$ cat src/rtl/q_8_40_pkg.sv
// q_8_40_pkg: shared types and constants for the q_8_40 multiplier host.
// Latency: n/a (declarations only).
// Backpressure: n/a.
package q_8_40_pkg;

  typedef enum logic [2:0] {
    IDLE,
    WAIT_RDY,
    LOAD,
    WAIT_RESULT,
    COLLECT,
    DONE
  } host_state_t;

  localparam int N_OP_BYTES   = 8;
  localparam int N_PROD_BYTES = 8;
  localparam int CALC_CYCLES  = 32;

  // Byte counter value of the final byte in either direction.
  localparam logic [2:0] LAST_BYTE = 3'd7;

endpackage

$ cat src/rtl/q_8_40_host_if.sv
// q_8_40_host_if: byte-serial link between the host and a q_8_40 multiplier.
// Latency: n/a (wires only).
// Backpressure: rdy gates start; send_output qualifies each P byte.
// Signals: start/M host->multiplier, rdy/send_output/P multiplier->host.
interface q_8_40_host_if;
  logic       start;
  logic [7:0] M;
  logic       rdy;
  logic       send_output;
  logic [7:0] P;

  modport master (output start, M, input rdy, send_output, P);
  modport slave  (input start, M, output rdy, send_output, P);
endinterface

$ cat src/rtl/q_8_40_host_ser.sv
// q_8_40_host_ser: operand shift-out register plus the shared 3-bit byte counter.
// Latency: ld takes effect next cycle; cur_byte is valid the cycle after ld.
// Backpressure: none; advances only when step is high.
// Ports: clk, rst_b; ld + op_a/op_b capture operands; step shifts one byte;
//        cur_byte is the byte to drive, byte_cntr the current byte index.
module q_8_40_host_ser (
  input  logic        clk,
  input  logic        rst_b,
  input  logic        ld,
  input  logic [31:0] op_a,
  input  logic [31:0] op_b,
  input  logic        step,
  output logic [7:0]  cur_byte,
  output logic [2:0]  byte_cntr
);

  logic [63:0] sreg;

  // op_a occupies the low half so bytes leave op_a LSB first, then op_b.
  // The counter keeps stepping during result collection; the register has
  // shifted empty by then, so the extra shifts are harmless.
  always_ff @(posedge clk or negedge rst_b) begin
    if (!rst_b) begin
      sreg      <= '0;
      byte_cntr <= '0;
    end else if (ld) begin
      sreg      <= {op_b, op_a};
      byte_cntr <= '0;
    end else if (step) begin
      sreg      <= {8'h00, sreg[63:8]};
      byte_cntr <= byte_cntr + 3'd1;
    end
  end

  assign cur_byte = sreg[7:0];

endmodule

$ cat src/rtl/q_8_40_host.sv
// q_8_40_host: serializes two 32-bit operands to a q_8_40 and gathers its 64-bit product.
// Latency: 1 cycle accept, rdy wait, 8 load cycles, calc wait, 8 collect cycles, 1 done cycle.
// Backpressure: req taken only in IDLE (no queuing); load waits for rdy; collection follows send_output.
// Ports: clk, rst_b; client req/op_a/op_b in, busy/done/err/product out;
//        mul (master) carries start/M out and rdy/send_output/P in.
module q_8_40_host #(
  parameter int TIMEOUT = 64,  // max WAIT_RESULT cycles before err
  parameter int CNTR_W  = 7    // 2**CNTR_W must exceed TIMEOUT
) (
  input  logic                 clk,
  input  logic                 rst_b,
  input  logic                 req,
  input  logic [31:0]          op_a,
  input  logic [31:0]          op_b,
  output logic                 busy,
  output logic                 done,
  output logic                 err,
  output logic [63:0]          product,
  q_8_40_host_if.master        mul
);
  import q_8_40_pkg::*;

  localparam logic [CNTR_W-1:0] TMR_LAST = CNTR_W'(TIMEOUT - 1);

  host_state_t       state, state_nxt;
  logic [CNTR_W-1:0] tmr;
  logic [2:0]        byte_cntr;
  logic [7:0]        cur_byte;
  logic              ld, step, tmr_clr, tmr_inc, err_nxt, prod_we;

  q_8_40_host_ser u_ser (
    .clk       (clk),
    .rst_b     (rst_b),
    .ld        (ld),
    .op_a      (op_a),
    .op_b      (op_b),
    .step      (step),
    .cur_byte  (cur_byte),
    .byte_cntr (byte_cntr)
  );

  always_ff @(posedge clk or negedge rst_b) begin
    if (!rst_b) state <= IDLE;
    else        state <= state_nxt;
  end

  // The byte counter wraps 7->0 on the LOAD exit edge, so it is already 0
  // when the first product byte arrives in WAIT_RESULT.
  always_comb begin
    state_nxt = state;
    ld        = 1'b0;
    step      = 1'b0;
    tmr_clr   = 1'b0;
    tmr_inc   = 1'b0;
    err_nxt   = 1'b0;
    prod_we   = 1'b0;
    case (state)
      IDLE: begin
        if (req) begin
          ld        = 1'b1;
          state_nxt = WAIT_RDY;
        end
      end
      WAIT_RDY: begin
        if (mul.rdy) state_nxt = LOAD;
      end
      LOAD: begin
        step = 1'b1;
        if (byte_cntr == LAST_BYTE) begin
          tmr_clr   = 1'b1;
          state_nxt = WAIT_RESULT;
        end
      end
      WAIT_RESULT: begin
        // A first byte on the final allowed cycle still wins over the timeout.
        if (mul.send_output) begin
          prod_we   = 1'b1;
          step      = 1'b1;
          state_nxt = COLLECT;
        end else if (tmr == TMR_LAST) begin
          err_nxt   = 1'b1;
          state_nxt = IDLE;
        end else begin
          tmr_inc = 1'b1;
        end
      end
      COLLECT: begin
        if (mul.send_output) begin
          prod_we = 1'b1;
          step    = 1'b1;
          if (byte_cntr == LAST_BYTE) state_nxt = DONE;
        end else begin
          err_nxt   = 1'b1;
          state_nxt = IDLE;
        end
      end
      DONE: begin
        state_nxt = IDLE;
      end
      default: begin
        state_nxt = IDLE;
      end
    endcase
  end

  // WAIT_RESULT spans TIMEOUT cycles; err rises TIMEOUT edges after byte 7 is taken.
  always_ff @(posedge clk or negedge rst_b) begin
    if (!rst_b)       tmr <= '0;
    else if (tmr_clr) tmr <= '0;
    else if (tmr_inc) tmr <= tmr + CNTR_W'(1);
  end

  always_ff @(posedge clk or negedge rst_b) begin
    if (!rst_b) err <= 1'b0;
    else        err <= err_nxt;
  end

  // Bytes land in place as they arrive; an aborted collection leaves a partial result.
  always_ff @(posedge clk or negedge rst_b) begin
    if (!rst_b)       product <= '0;
    else if (prod_we) product[{byte_cntr, 3'b000} +: 8] <= mul.P;
  end

  assign busy      = (state == WAIT_RDY) || (state == LOAD) ||
                     (state == WAIT_RESULT) || (state == COLLECT);
  assign done      = (state == DONE);
  assign mul.start = (state == LOAD) && (byte_cntr == 3'd0);
  assign mul.M     = (state == LOAD) ? cur_byte : 8'h00;

endmodule

$ cat src/flat_wrapper.sv
// flat-port wrapper written by rule: the top's interface ports become plain ports
module q_8_40_host_flat import q_8_40_pkg::*;
#(
  parameter int TIMEOUT = 64,                                      
  parameter int CNTR_W  = 7                                    
)
  (clk, rst_b, req, op_a, op_b, busy, done, err, product, mul_start, mul_M, mul_rdy, mul_send_output, mul_P);
  q_8_40_host_if mul_i ();
  input  logic clk;
  input  logic rst_b;
  input  logic req;
  input  logic [31:0] op_a;
  input  logic [31:0] op_b;
  output logic busy;
  output logic done;
  output logic err;
  output logic [63:0] product;
  output wire logic [$bits(mul_i.start)-1:0] mul_start;
  output wire logic [$bits(mul_i.M)-1:0] mul_M;
  input wire logic [$bits(mul_i.rdy)-1:0] mul_rdy;
  input wire logic [$bits(mul_i.send_output)-1:0] mul_send_output;
  input wire logic [$bits(mul_i.P)-1:0] mul_P;
  assign mul_start = mul_i.start;
  assign mul_M = mul_i.M;
  assign mul_i.rdy = mul_rdy;
  assign mul_i.send_output = mul_send_output;
  assign mul_i.P = mul_P;
  q_8_40_host #(.TIMEOUT(TIMEOUT), .CNTR_W(CNTR_W)) u_core (.clk(clk), .rst_b(rst_b), .req(req), .op_a(op_a), .op_b(op_b), .busy(busy), .done(done), .err(err), .product(product), .mul(mul_i));
endmodule
$ cat config.mk
export PLATFORM = sky130hd
export DESIGN_NAME = q_8_40_host_flat
export DESIGN_NICKNAME = d
export VERILOG_FILES = /design/src/rtl/q_8_40_pkg.sv /design/src/rtl/q_8_40_host_if.sv /design/src/rtl/q_8_40_host_ser.sv /design/src/rtl/q_8_40_host.sv /design/src/flat_wrapper.sv
export SDC_FILE = /design/constraint.sdc
export NUM_CORES = 1
export LEC_CHECK = 0
export ABC_AREA = 1
export CAP_MARGIN = 15
export CORE_MARGIN = 4
export CORE_UTILIZATION = 46
export DETAILED_ROUTE_END_ITERATION = 6
export PLACE_DENSITY_LB_ADDON = 0.1
export SYNTH_ARGS = -nofsm -noshare
export SYNTH_HDL_FRONTEND = slang
export SYNTH_SLANG_ARGS = --single-unit
$ cat constraint.sdc
create_clock -name clk -period 2.2 [get_ports clk]
set_clock_uncertainty 0.15 [all_clocks]
set_input_delay 0.66 -clock clk [delete_from_list [all_inputs] [get_ports clk]]
set_output_delay 0.66 -clock clk [all_outputs]
set_load 0.01 [all_outputs]
==> results of run 1 <==
==> metrics by stage <==
step                TNS, ns  power, mW  area [µm²]  hold WS, ns  util, %
finish                    0       12.9        9450       0.0260     67.6
detailed placement    -6.22       9.67        8700        0.309     62.2
global route         -0.260       13.8        9450       0.0515     67.6
global placement      -2.63       9.59        8700        0.304     62.2
floorplan                 0       7.16        6640        0.214        -
CTS                 -0.0417       12.8        9330       0.0327     66.7
==> cells in the mapped netlist <==
cell type and number:
a21oi_1 5, clkbuf_1 15, nor3_1 1, buf_2 19, ha_1 6, nor2_1 29
a21boi_0 1, nand3b_1 1, nand4_1 12, nand3_2 3, o21bai_1 1, o21ai_0 102
inv_1 67, inv_2 2, dfrtp_1 142, xor2_1 2, nand3_1 45, nor2_4 1
buf_4 6, nor3_4 1, o21ai_2 1, nor3_2 1, nand2_1 391, buf_6 1
==> metal layers <==
metal  wire, µm  share of wire (%)  vias up
met1       8250                 47     2853
li1           -                  -     3055
met3        950                5.4       21
met2       8180                 46      172
met5          0                  0        -
met4        227                1.3        0
==> critical path, cell delays in order (launching register included) <==
cell	delay (ns)
dfrtp_1	0.39
inv_2	0.08
ha_4	0.14
ha_4	0.12
inv_2	0.04
nor2_2	0.06
buf_2	0.13
==> state kept, by name, summed over array words and instances (netlist names) <==
name / count
u_core.tmr: 7
u_core.err: 1
u_core.state: 3
u_core.u_ser.sreg: 64
u_core.u_ser.byte_cntr: 3
u_core.product: 64
==> cell families (layout without fill, tap and decap cells) <==
logic type,count (synthesis),after routing,share of synthesized area [%]
simple gates,485,485,29.5
buf+inv,110,310,7.04
compound gates,110,110,8.44
xor+xnor,2,2,0.264
fa+ha+maj,6,6,1.13
flops,142,142,53.6
==> how the worst min path moves through the flow <==
stage	to	startpoint	depth (start not counted)
after CTS	u_core.u_ser.sreg[14]$_DFFE_PN0P_	rst_b	1
after floorplan	u_core.err$_DFF_PN0_	rst_b	0
after detailed placement	u_core.u_ser.sreg[10]$_DFFE_PN0P_	u_core.u_ser.sreg[10]$_DFFE_PN0P_	2
after global placement	u_core.u_ser.sreg[32]$_DFFE_PN0P_	u_core.u_ser.sreg[32]$_DFFE_PN0P_	2
after global routing	u_core.u_ser.sreg[27]$_DFFE_PN0P_	rst_b	1
final	u_core.u_ser.sreg[27]$_DFFE_PN0P_	rst_b	1
==> where the power goes <==
group | total (mW) | switching (mW) | internal [mW]
Combinational | 5.77 | 3.24 | 2.53
Sequential | 4.06 | 0.517 | 3.55
Clock | 3.02 | 1.13 | 1.89
==> timing repair <==
item | 4_1_cts | 5_1_grt
hold endpoints to repair | 0 | 0
endpoints found under the setup margin | 11 | 18
pin swaps | 2 | 2
resized for setup | 59 | 28
buffers inserted | 1 | 2
==> area by class of cell <==
class | instances | share of cell area [%]
clock inverter | 14 | 2.06
sequential | 142 | 37.6
clock buffer | 17 | 4.50
inverter | 69 | 2.74
tap | 180 | 2.38
multi-input combinational | 603 | 28.7
timing repair buffer | 210 | 22.0
==> impl_metrics.ini, run 1 <==
[run_status]
outcome = finished clean

[routing]
ant_nets = 0
drt_first_pass_iters = 5
wl_um = 17600
initialDrtViolationCount = 429
num_vias = 6101
drc = 0
viasPerCell = 4.94
wl_per_cell_um = 14.3

[sta]
hold_viol = 0
worst_pin_slew_ns = 0.457
period_needed_ns = 2.19
slew-limit-headroom_pct = 69.3
rsz0062_at_grt = yes
fmax_mhz = 457
slew_viol_final = 0
fin_ws_ns = 0.0116
setup_viol = 0
fin_crit_sh_pct = 99.5

[cells_and_area]
layout_commonest_cell = nand2_1
stdcell_count = 1235
multiInputGateArea_mm2 = 0.00271
final_net_count = 1126
layout-drive-gt1-share_pct = 12.4
diodes = 0
areaGrowthSynthToFinish_pct = 42.6
regArea_mm2 = 0.00355
fill_cells = 1211
final_cell_mix = 389 x nand2_1, 142 x dfrtp_1, 134 x clkdlybuf4s50_1

[clocking]
clock_path_buffers = 2
insertion_delay_ns = 0.42
cts_tree = yes
cts_hold_buf = 0
cts.clk_slew.worst_paths_ns = 0.06
clock-sinks = 142
cts_root_buffer = clkbuf_16
cts_buffers = 17
htreeDepth = 4

[floorplan]
coreArea_mm2 = 0.0140
die_w_um = 128
core.rowCount = 43
die_h_um = 128
io_pins = 153
initial_utilization_pct = 47.4
die_area_mm2 = 0.0164

[critical_path]
r2r_start = u_core.u_ser.byte_cntr[0]$_DFFE_PN0P_
cp.required_ns = 1.39
reg2regPathDepth = 8
r2r_end = u_core.product[47]$_DFFE_PN0P_
worstSetupStartpoint = u_core.u_ser.byte_cntr[0]$_DFFE_PN0P_
endpoint_kind = output pin
path_max_fanout = 2
cp.arrival_ns = 1.38
worstSetupStartpointType = register
endpoint = mul_start
r2r_slack_ns = 0.20
critPathKind = register to output pin

[global_routing]
grtUsageMet1_pct = 32.0
grt_start_max_net_pins = 63
grt_pass1_vias = 5702
use_met2_pct = 33.0
busiest_layer = met2
grt_pass1_wl_um = 28700
track_usage_pct = 22.0
overflow = 0
grt_use_met3_pct = 5.08
antenna_found_initial = 0

[yosys]
syn-num-nets = 938
synthDistinctLibCells = 24
synth_seq_area_share_pct = 53.6
yosysTopAreaCell = dfrtp_1
netlist_area_mm2 = 0.00663
post_synth.cell_area_avg_um2 = 7.75
netlist_instances = 855
synth_area_leaders = dfrtp_1 54%, nand2_1 22%, o21ai_0 7.7%
synth_top_area_share_pct = 53.6
synth_seq_cells = 142
yosys_warnings = 0

[placed_design]
finalWeightedCongestion = 0.837
pre_cts_ws_ns = -0.136
hpwl_um = 12100
placed_cells = 1201
numPortBuffers = 152

[run]
drv_cap = 0

[pwr]
p_per_area_mw_per_mm2 = 1360
ir_drop_v = 0.000730
leakage_nw = 4.82

[hold_path]
hold_class = input pin to asynchronous set/reset pin
Power figures use the tool's default switching activity.
==> run 2, diff against run 1 <==
--- a/config.mk
+++ b/config.mk
@@ -7,8 +7,9 @@
 export LEC_CHECK = 0
 export ABC_AREA = 1
 export CAP_MARGIN = 15
+export CORE_ASPECT_RATIO = 0.8
 export CORE_MARGIN = 4
-export CORE_UTILIZATION = 46
+export CORE_UTILIZATION = 25
 export DETAILED_ROUTE_END_ITERATION = 6
 export PLACE_DENSITY_LB_ADDON = 0.1
 export SYNTH_ARGS = -nofsm -noshare
==> constraint.sdc (replaced) <==
create_clock -name clk -period 2.7 [get_ports clk]
set_clock_uncertainty 0.15 [all_clocks]
set_input_delay 0.81 -clock clk [delete_from_list [all_inputs] [get_ports clk]]
set_output_delay 0.81 -clock clk [all_outputs]
set_load 0.01 [all_outputs]
==> run 2 against run 1 <==
Critical path depth decreased by 1. Sequential share of layout area increased by 0.46 points. Global-route usage decreased by 7.4 points. Worst hold slack improved by 0.12 ns. Die area increased by 78%. Register-to-register slack improved by 0.36 ns. Utilization decreased by 32 points. Setup slack improved by 0.13 ns. Via count decreased by 3.9%. Wire length increased by 18%. Clock power decreased by 21%. Combinational power decreased by 23%.
==> impl_metrics.ini, run 2 (synthesis results as in run 1) <==
[sta]
fin_crit_sh_pct = 94.8
setup_viol = 0
holdWs_ns = 0.143
rsz0062_at_grt = no
slew-limit-headroom_pct = 70.3
period_needed_ns = 2.56
fmax_mhz = 391
hold_viol = 0
slew_viol_final = 0
tns_ns = 0
worst_pin_slew_ns = 0.444

[cells_and_area]
final_cell_mix = 391 x nand2_1, 141 x dfrtp_1, 140 x clkdlybuf4s50_1
layout_commonest_cell = nand2_1
fill_cells = 2795
areaGrowthSynthToFinish_pct = 40.9
layout-drive-gt1-share_pct = 7.74
final_net_count = 1103
diodes = 0
reg.largest.list = u_core.product: 64 flops, u_core.u_ser.sreg: 64 flops, u_core.tmr: 7 flops

[clocking]
cts_tree = yes
htreeDepth = 4
insertion_delay_ns = 0.42
cts_root_buffer = clkbuf_16
clock_path_buffers = 2
clock-sinks = 142
cts_hold_buf = 0
cts.clk_slew.worst_paths_ns = 0.07
cts_buffers = 17

[pwr]
p_per_area_mw_per_mm2 = 1090
ir_drop_v = 0.000467
leakage_nw = 4.60

[critical_path]
critPathKind = register to output pin
cp.arrival_ns = 1.60
cp.required_ns = 1.74
worstSetupStartpointType = register
r2r_slack_ns = 0.56
endpoint_kind = output pin
path_max_fanout = 5

[global_routing]
antenna_found_initial = 1
grt_start_max_net_pins = 68
grt_pass1_vias = 5919
grt_pass1_wl_um = 33800
track_usage_pct = 14.6
overflow = 0

[floorplan]
die_h_um = 154
die_area_mm2 = 0.0292
initial_utilization_pct = 25.3
io_pins = 153
coreArea_mm2 = 0.0262
die_w_um = 190
core.rowCount = 53

[routing]
drt_first_pass_iters = 5
ant_nets = 0
viasPerCell = 4.22
wl_um = 20700
wl_per_cell_um = 14.9
num_vias = 5866
drc = 0
initialDrtViolationCount = 423

[run]
drv_cap = 0

[placed_design]
finalWeightedCongestion = 0.752
numPortBuffers = 152
hpwl_um = 14600

[run_status]
outcome = finished clean

[hold_path]
hold_class = input pin to asynchronous set/reset pin
-- run 2: critical path: stages, from the launching register on --
cell and delay [ns]:
dfrtp_2 0.42, buf_4 0.16, nor2_4 0.11, nand2_1 0.11, nand4_1 0.11, dlygate4sd2_1 0.27
-- run 2: report_power, final --
part           leakage, nW  total (mW)  internal, mW  switching (mW)
Sequential            1.89        3.34          2.89           0.448
Clock                0.286        2.39          1.32            1.07
Combinational         2.42        4.44          1.85            2.59
-- run 2: cell type report --
cell class / instances / area [µm²] / area share (%)
multi-input cells: 603 / 2630 / 28.1
well taps: 357 / 447 / 4.78
flip-flops and latches: 142 / 3550 / 38.0
clock buffers: 17 / 425 / 4.55
repair buffers: 187 / 1860 / 19.9
inverters: 69 / 259 / 2.77
clock inverters: 15 / 173 / 1.85
-- run 2: what timing repair did --
item / 4_1_cts / 5_1_grt
pin swaps: 1 / 1
setup buffers: 3 / 2
setup endpoints to repair: 11 / 2
gates cloned: 0 / 0
gates resized for setup: 13 / 1
-- run 2: routing by layer --
metal  global-route usage, %  share of wire (%)  wire, µm
met1                    22.5                 53     11000
met4                    2.38               0.58       120
met3                    3.95                4.9      1020
met2                    20.7                 41      8590
met5                       0              0.097        20
-- run 2: worst paths after layout --
kind / from / endpoint / cells past startpoint
worst min-delay path: rst_b / u_core.u_ser.sreg[27]$_DFFE_PN0P_ / 1
worst max-delay path: u_core.state[1]$_DFFE_PN0P_ / busy / 5
min in group clk: u_core.u_ser.sreg[40]$_DFFE_PN0P_ / u_core.u_ser.sreg[40]$_DFFE_PN0P_ / 2
max in group asynchronous: rst_b / u_core.state[1]$_DFFE_PN0P_ / 2
worst max register to register: u_core.u_ser.byte_cntr[1]$_DFFE_PN0P_ / u_core.product[20]$_DFFE_PN0P_ / 9
worst min register to register: u_core.u_ser.sreg[40]$_DFFE_PN0P_ / u_core.u_ser.sreg[40]$_DFFE_PN0P_ / 2
-- run 2: per-stage QoR --
step | instances | util, % | instance area, µm² | power (mW) | setup slack [ns]
5_1_grt | 1390 | 35.7 | 9340 | 11.1 | 0.00689
3_5_place_dp | 1353 | 33.3 | 8720 | 7.85 | 0.0625
2_1_floorplan | 855 | - | 6630 | 5.81 | 0.431
4_1_cts | 1388 | 35.6 | 9330 | 10.3 | 0.0110
3_3_place_gp | 1353 | 33.3 | 8720 | 7.87 | 0.0890
6_report | 1390 | 35.7 | 9340 | 10.2 | 0.141
==> variant 1: new RTL, flow settings as in run 1 <==
`CNTR_W` is set to 7 in 2 places; all go to 14.
--- a/src/rtl/q_8_40_host.sv
+++ b/src/rtl/q_8_40_host.sv
@@ -5,7 +5,7 @@
 //        mul (master) carries start/M out and rdy/send_output/P in.
 module q_8_40_host #(
   parameter int TIMEOUT = 64,  // max WAIT_RESULT cycles before err
-  parameter int CNTR_W  = 7    // 2**CNTR_W must exceed TIMEOUT
+  parameter int CNTR_W  = 14    // 2**CNTR_W must exceed TIMEOUT
 ) (
   input  logic                 clk,
   input  logic                 rst_b,
--- a/src/flat_wrapper.sv
+++ b/src/flat_wrapper.sv
@@ -2,7 +2,7 @@
 module q_8_40_host_flat import q_8_40_pkg::*;
 #(
   parameter int TIMEOUT = 64,                                      
-  parameter int CNTR_W  = 7                                    
+  parameter int CNTR_W  = 14                                    
 )
   (clk, rst_b, req, op_a, op_b, busy, done, err, product, mul_start, mul_M, mul_rdy, mul_send_output, mul_P);
   q_8_40_host_if mul_i ();
Check against the original RTL: same outputs for any inputs over 10 cycles, from zero or initial values and one cycle with rst_b low; that may be too few to reach the edited logic, so the function may still have changed.
==> variant 1 against run 1 <==
The run now ends with negative setup slack left; clock power fell by 8.3%; die area increased by 8.6%; non-clock buffer count grew 9; total power increased by 6.6%; synthesized area increased by 9.2%; final cell count increased by 6.6%; synthesized cell count rose by 4.9%; wire length increased by 7.4%; fmax is 3.2% lower; worst setup slack lost 0.072 ns; sequential cell count rose by 7; final area is 7.5% higher.
==> variant 1: results (changes against run 1) <==
Global routing
  – Pin count of the biggest net entering global routing: 50 (-21%)
  – Met2 usage in global routing: 34.2% (+1.2 points)
  – Met1 Track Usage GR: 30.5% (-1.5 points)
  – Vias in the first global route: 6361 (+12%)
  – First-pass GRT wire length: 31300 um (+9.2%)
  – GR Util All Layers: 21.8% (-0.25 points)

CTS
  – Post-CTS Setup Inserts: 3 (+2)
  – Resized Gates After CTS: 56 (-5.1%)

Routing
  – Met2 WL: 9050 um (+11%)
  – WL met1: 8780 um (+6.4%)
  – Vias per cell: 4.92 (-0.43%)
  – Met3 WL: 894 um (-5.9%)

Synth
  – Post-synth top cells: 361 x nand2_1, 149 x dfrtp_1, 62 x inv_1, 62 x nand3_1
  – Post-synthesis cell count: 897 (+4.9%)
  – Largest cells by area after synthesis: dfrtp_1 52%, nand2_1 19%, nand3_1 4.3%
  – Net count after synthesis: 980 (+4.5%)
  – Cell variety after synth: 36 (+50%)

Pwr
  – Max VDD drop: 0.937 mV (+28%)
  – LEAKAGE: 0.00526 uW (+9.1%)
  – Psw: 5300 uW (+8.4%)
  – Seq group: 4490 uW (+11%)
  – Logic pwr share: 47.0% (+2.1 points)

Min path
  – Hold Crit Class: reg2reg

Place
  – Placed inst area: 9410 um2 (+8.2%)
  – Cell total after placement: 1278 (+6.4%)
  – Place WS: -0.138 ns (-0.00239 ns)
  – DP Wirelength: 13300 um (+9.5%)
  – Placer Congestion: 0.832 (-0.57%)

STA
  – Final worst setup slack: -0.0602 ns (-0.0718 ns)
  – # setup viols final: 2 (+2)
  – WHS: 0.318 ns (+0.292 ns)
  – Relative slew margins: 74.4% (+5.1 points)
  – Final setup TNS: -0.0899 ns (-0.0899 ns)

Layout
  – Layout Nets: 1175 (+4.4%)
  – Nonclk buf count: 219 (+4.3%)
  – Num sequential: 149 (+4.9%)
  – Seq. cell area: 3730 um2 (+5.0%)
  – Sequential cell area share: 36.7% (-0.87 points)
  – Layout filler cell count: 1340 (+11%)
  – Data buffer area share: 21.8% (-0.20 points)
  – Largest registers: u_core.product: 64 flops, u_core.u_ser.sreg: 64 flops, u_core.tmr: 14 flops
  – #MultiIn Comb: 636 (+5.5%)
  – Share of layout cells above drive strength 1: 14.8% (+2.4 points)
  – Multi-input gate share of total cell area: 30.7% (+2.0 points)
  – Clock-cell share of area: 5.58% (-0.99 points)
  – Layout Cells excl Fill: 1316 (+6.6%)
  – # clk buffers: 19 (+2)

Outcome
  – Violated checks: negative setup slack
  – Status: finished with violations

Die
  – Die Area: 17800 um2 (+8.6%)

Critical path
  – R2r setup slk: 0.15 ns (-0.05 ns)
  – R2R depth: 9 (+1)
  – Reg2reg end: u_core.product[29]
## variant 1: changes by cell type after synthesis, moves of 12 or more
cell / run 1 / this run
a22oi_1: 0 / 19
o21ai_0: 102 / 55
o211ai_1: 0 / 12
nand2_1: 391 / 361
nand3_1: 45 / 62
nor2_1: 29 / 55
## variant 1: cell families (layout without fill, tap and decap cells)
family | Yosys count | after routing | share of synthesized area (%)
and+or+nand+nor | 516 | 516 | 30.2
DFF | 149 | 149 | 51.5
buffers and inverters | 112 | 320 | 6.83
AOI/OAI and AO/OA | 110 | 110 | 9.98
adders and majority gates | 6 | 6 | 1.04
xor gates and xnor gates | 4 | 4 | 0.484
## variant 1: critical path, delay by kind of cell, from the launching register on
family / cells / cell delay, ns
buffers and inverters: 3 / 0.28
adder cells (fa/ha/maj): 2 / 0.27
flip-flops: 1 / 0.39
AND/OR/NAND/NOR: 1 / 0.09
==> variant 2: new RTL, config.mk and constraints of run 1 <==
Made on the original files. Make the reset (`rst_b`) synchronous in 5 clocked blocks.
--- a/src/rtl/q_8_40_host_ser.sv
+++ b/src/rtl/q_8_40_host_ser.sv
@@ -19,7 +19,7 @@
   // op_a occupies the low half so bytes leave op_a LSB first, then op_b.
   // The counter keeps stepping during result collection; the register has
   // shifted empty by then, so the extra shifts are harmless.
-  always_ff @(posedge clk or negedge rst_b) begin
+  always_ff @(posedge clk) begin
     if (!rst_b) begin
       sreg      <= '0;
       byte_cntr <= '0;
--- a/src/rtl/q_8_40_host.sv
+++ b/src/rtl/q_8_40_host.sv
@@ -39,7 +39,7 @@
     .byte_cntr (byte_cntr)
   );
 
-  always_ff @(posedge clk or negedge rst_b) begin
+  always_ff @(posedge clk) begin
     if (!rst_b) state <= IDLE;
     else        state <= state_nxt;
   end
@@ -104,19 +104,19 @@
   end
 
   // WAIT_RESULT spans TIMEOUT cycles; err rises TIMEOUT edges after byte 7 is taken.
-  always_ff @(posedge clk or negedge rst_b) begin
+  always_ff @(posedge clk) begin
     if (!rst_b)       tmr <= '0;
     else if (tmr_clr) tmr <= '0;
     else if (tmr_inc) tmr <= tmr + CNTR_W'(1);
   end
 
-  always_ff @(posedge clk or negedge rst_b) begin
+  always_ff @(posedge clk) begin
     if (!rst_b) err <= 1'b0;
     else        err <= err_nxt;
   end
 
   // Bytes land in place as they arrive; an aborted collection leaves a partial result.
-  always_ff @(posedge clk or negedge rst_b) begin
+  always_ff @(posedge clk) begin
     if (!rst_b)       product <= '0;
     else if (prod_we) product[{byte_cntr, 3'b000} +: 8] <= mul.P;
   end
Function: differs if rst_b is asserted again (counterexample within 4 cycles, from zero or initial values and one cycle with rst_b low); with rst_b held inactive, the same outputs for 10 cycles.
==> variant 2 against run 1 <==
Count of clock-buffer cells in the layout up 5; global-route usage grew 0.58 points; worst setup slack improved by 0.0083 ns; sequential power fell by 24%; die area shrank 2.6%; synthesized area is 2.7% lower; sequential cell count is the same; critical path depth grew 1; largest cell class is now multi-input gates; total power decreased by 27%; wire length grew 4.6%; final area is 3.2% lower.
==> variant 2: results (changes against run 1) <==
Global routing
  – Pin count of the biggest net entering global routing: 49 (-22%)
  – Initial antenna violation count: 0 (unchanged)
  – Met1 Track Usage GR: 31.8% (-0.20 points)
  – GR Util All Layers: 22.6% (+0.58 points)
  – Met2 usage in global routing: 34.0% (+1.0 points)
  – GR Util met3: 5.94% (+0.85 points)
  – First-pass GRT wire length: 29500 um (+2.9%)
  – Vias in the first global route: 6052 (+6.1%)

Critical path
  – R2r setup slk: 0.11 ns (-0.09 ns)
  – R2R depth: 10 (+2)
  – Worst setup startpoint: u_core.state[1]
  – Worst setup endpoint: busy
  – RR Startpoint: u_core.u_ser.byte_cntr[1]
  – Reg2reg end: u_core.product[27]
  – Crit-path max FO: 6 (+4)

Layout
  – Layout filler cell count: 1274 (+5.2%)
  – Share of layout cells above drive strength 1: 12.2% (-0.18 points)
  – Layout Cells excl Fill: 1340 (+8.5%)
  – Largest registers: u_core.product: 64 flops, u_core.u_ser.sreg: 64 flops, u_core.tmr: 7 flops
  – Layout Nets: 1230 (+9.2%)

Routing
  – Met3 WL: 1530 um (+61%)
  – Met2 WL: 8280 um (+1.2%)
  – Initial DRC count: 527 (+23%)
  – WL met1: 8340 um (+1.0%)
  – DR vias: 6657 (+9.1%)
  – Post-Route WL: 18400 um (+4.6%)

CTS
  – Clk slew on worst S/H paths: 0.06 ns (about the same)
  – Resized Gates After CTS: 48 (-19%)
  – Inserted Clock Buffers: 17 (unchanged)
  – Post-CTS Setup Inserts: 2 (+1)
  – CTS Buffer Depth: 2 (unchanged)

Synth
  – Post-synthesis adder-cell area fraction: 1.16% (+0.032 points)
  – Ys async rst share: 0% (-100 points)
  – Post-Synth XOR/XNOR Area: 0.272% (+0.0074 points)
  – Cell variety after synth: 29 (+21%)
  – Largest cells by area after synthesis: dfxtp_1 44%, nand2_1 23%, a21oi_1 9.5%
  – Syn. warnings: 0 (unchanged)
  – Net count after synthesis: 1051 (+12%)
  – Sequential area share after synthesis: 44.1% (-9.5 points)
  – Post-synthesis compound-gate area fraction: 10.8% (+2.4 points)
  – Post-synthesis cell count: 968 (+13%)
  – Post-synth top cells: 400 x nand2_1, 142 x dfxtp_1, 122 x a21oi_1

Min path
  – Hold Crit Class: reg2reg
  – Hold Startpoint: u_core.u_ser.sreg[18]

Pwr
  – Max VDD drop: 0.587 mV (-20%)
  – LEAKAGE: 0.00376 uW (-22%)

Place
  – Placer Congestion: 0.910 (+8.7%)
  – Place WS: -0.119 ns (+0.0172 ns)
  – Placed inst area: 8490 um2 (-2.4%)
  – DP Wirelength: 12700 um (+4.5%)

STA
  – Final worst setup slack: 0.0199 ns (+0.00829 ns)
  – Relative slew margins: 59.9% (-9.4 points)
  – WHS: 0.310 ns (+0.284 ns)

Outcome
  – Status: finished clean
==> variant 2: cells by family after synthesis <==
kind of cell / Yosys count
adders and majority gates: 6
buffers and inverters: 101
AOI/OAI and AO/OA: 139
DFF: 142
and+or+nand+nor: 578
xor gates and xnor gates: 2
==> variant 2: critical path: stages (launching register included) <==
cell	delay, ns
dfxtp_4	0.35
buf_6	0.14
nor2_4	0.11
nand2_2	0.08
nand2_2	0.07
inv_2	0.03
nand2_1	0.05
buf_2	0.12
==> variant 2: layout make-up <==
class | instances | area [um2] | area share (%)
Inverter | 48 | 184 | 2.01
Timing Repair Buffer | 213 | 2090 | 22.8
Clock inverter | 10 | 113 | 1.23
Tap cell | 180 | 225 | 2.46
Sequential cell | 142 | 2850 | 31.1
Clock buffer | 22 | 474 | 5.18
Multi-Input combinational cell | 725 | 3220 | 35.2
==> variant 2: power by group <==
group / switching (uW) / internal (uW)
sequential: 180 / 2920
combinational: 1960 / 1430
clock: 1080 / 1750
total: 3230 / 6100
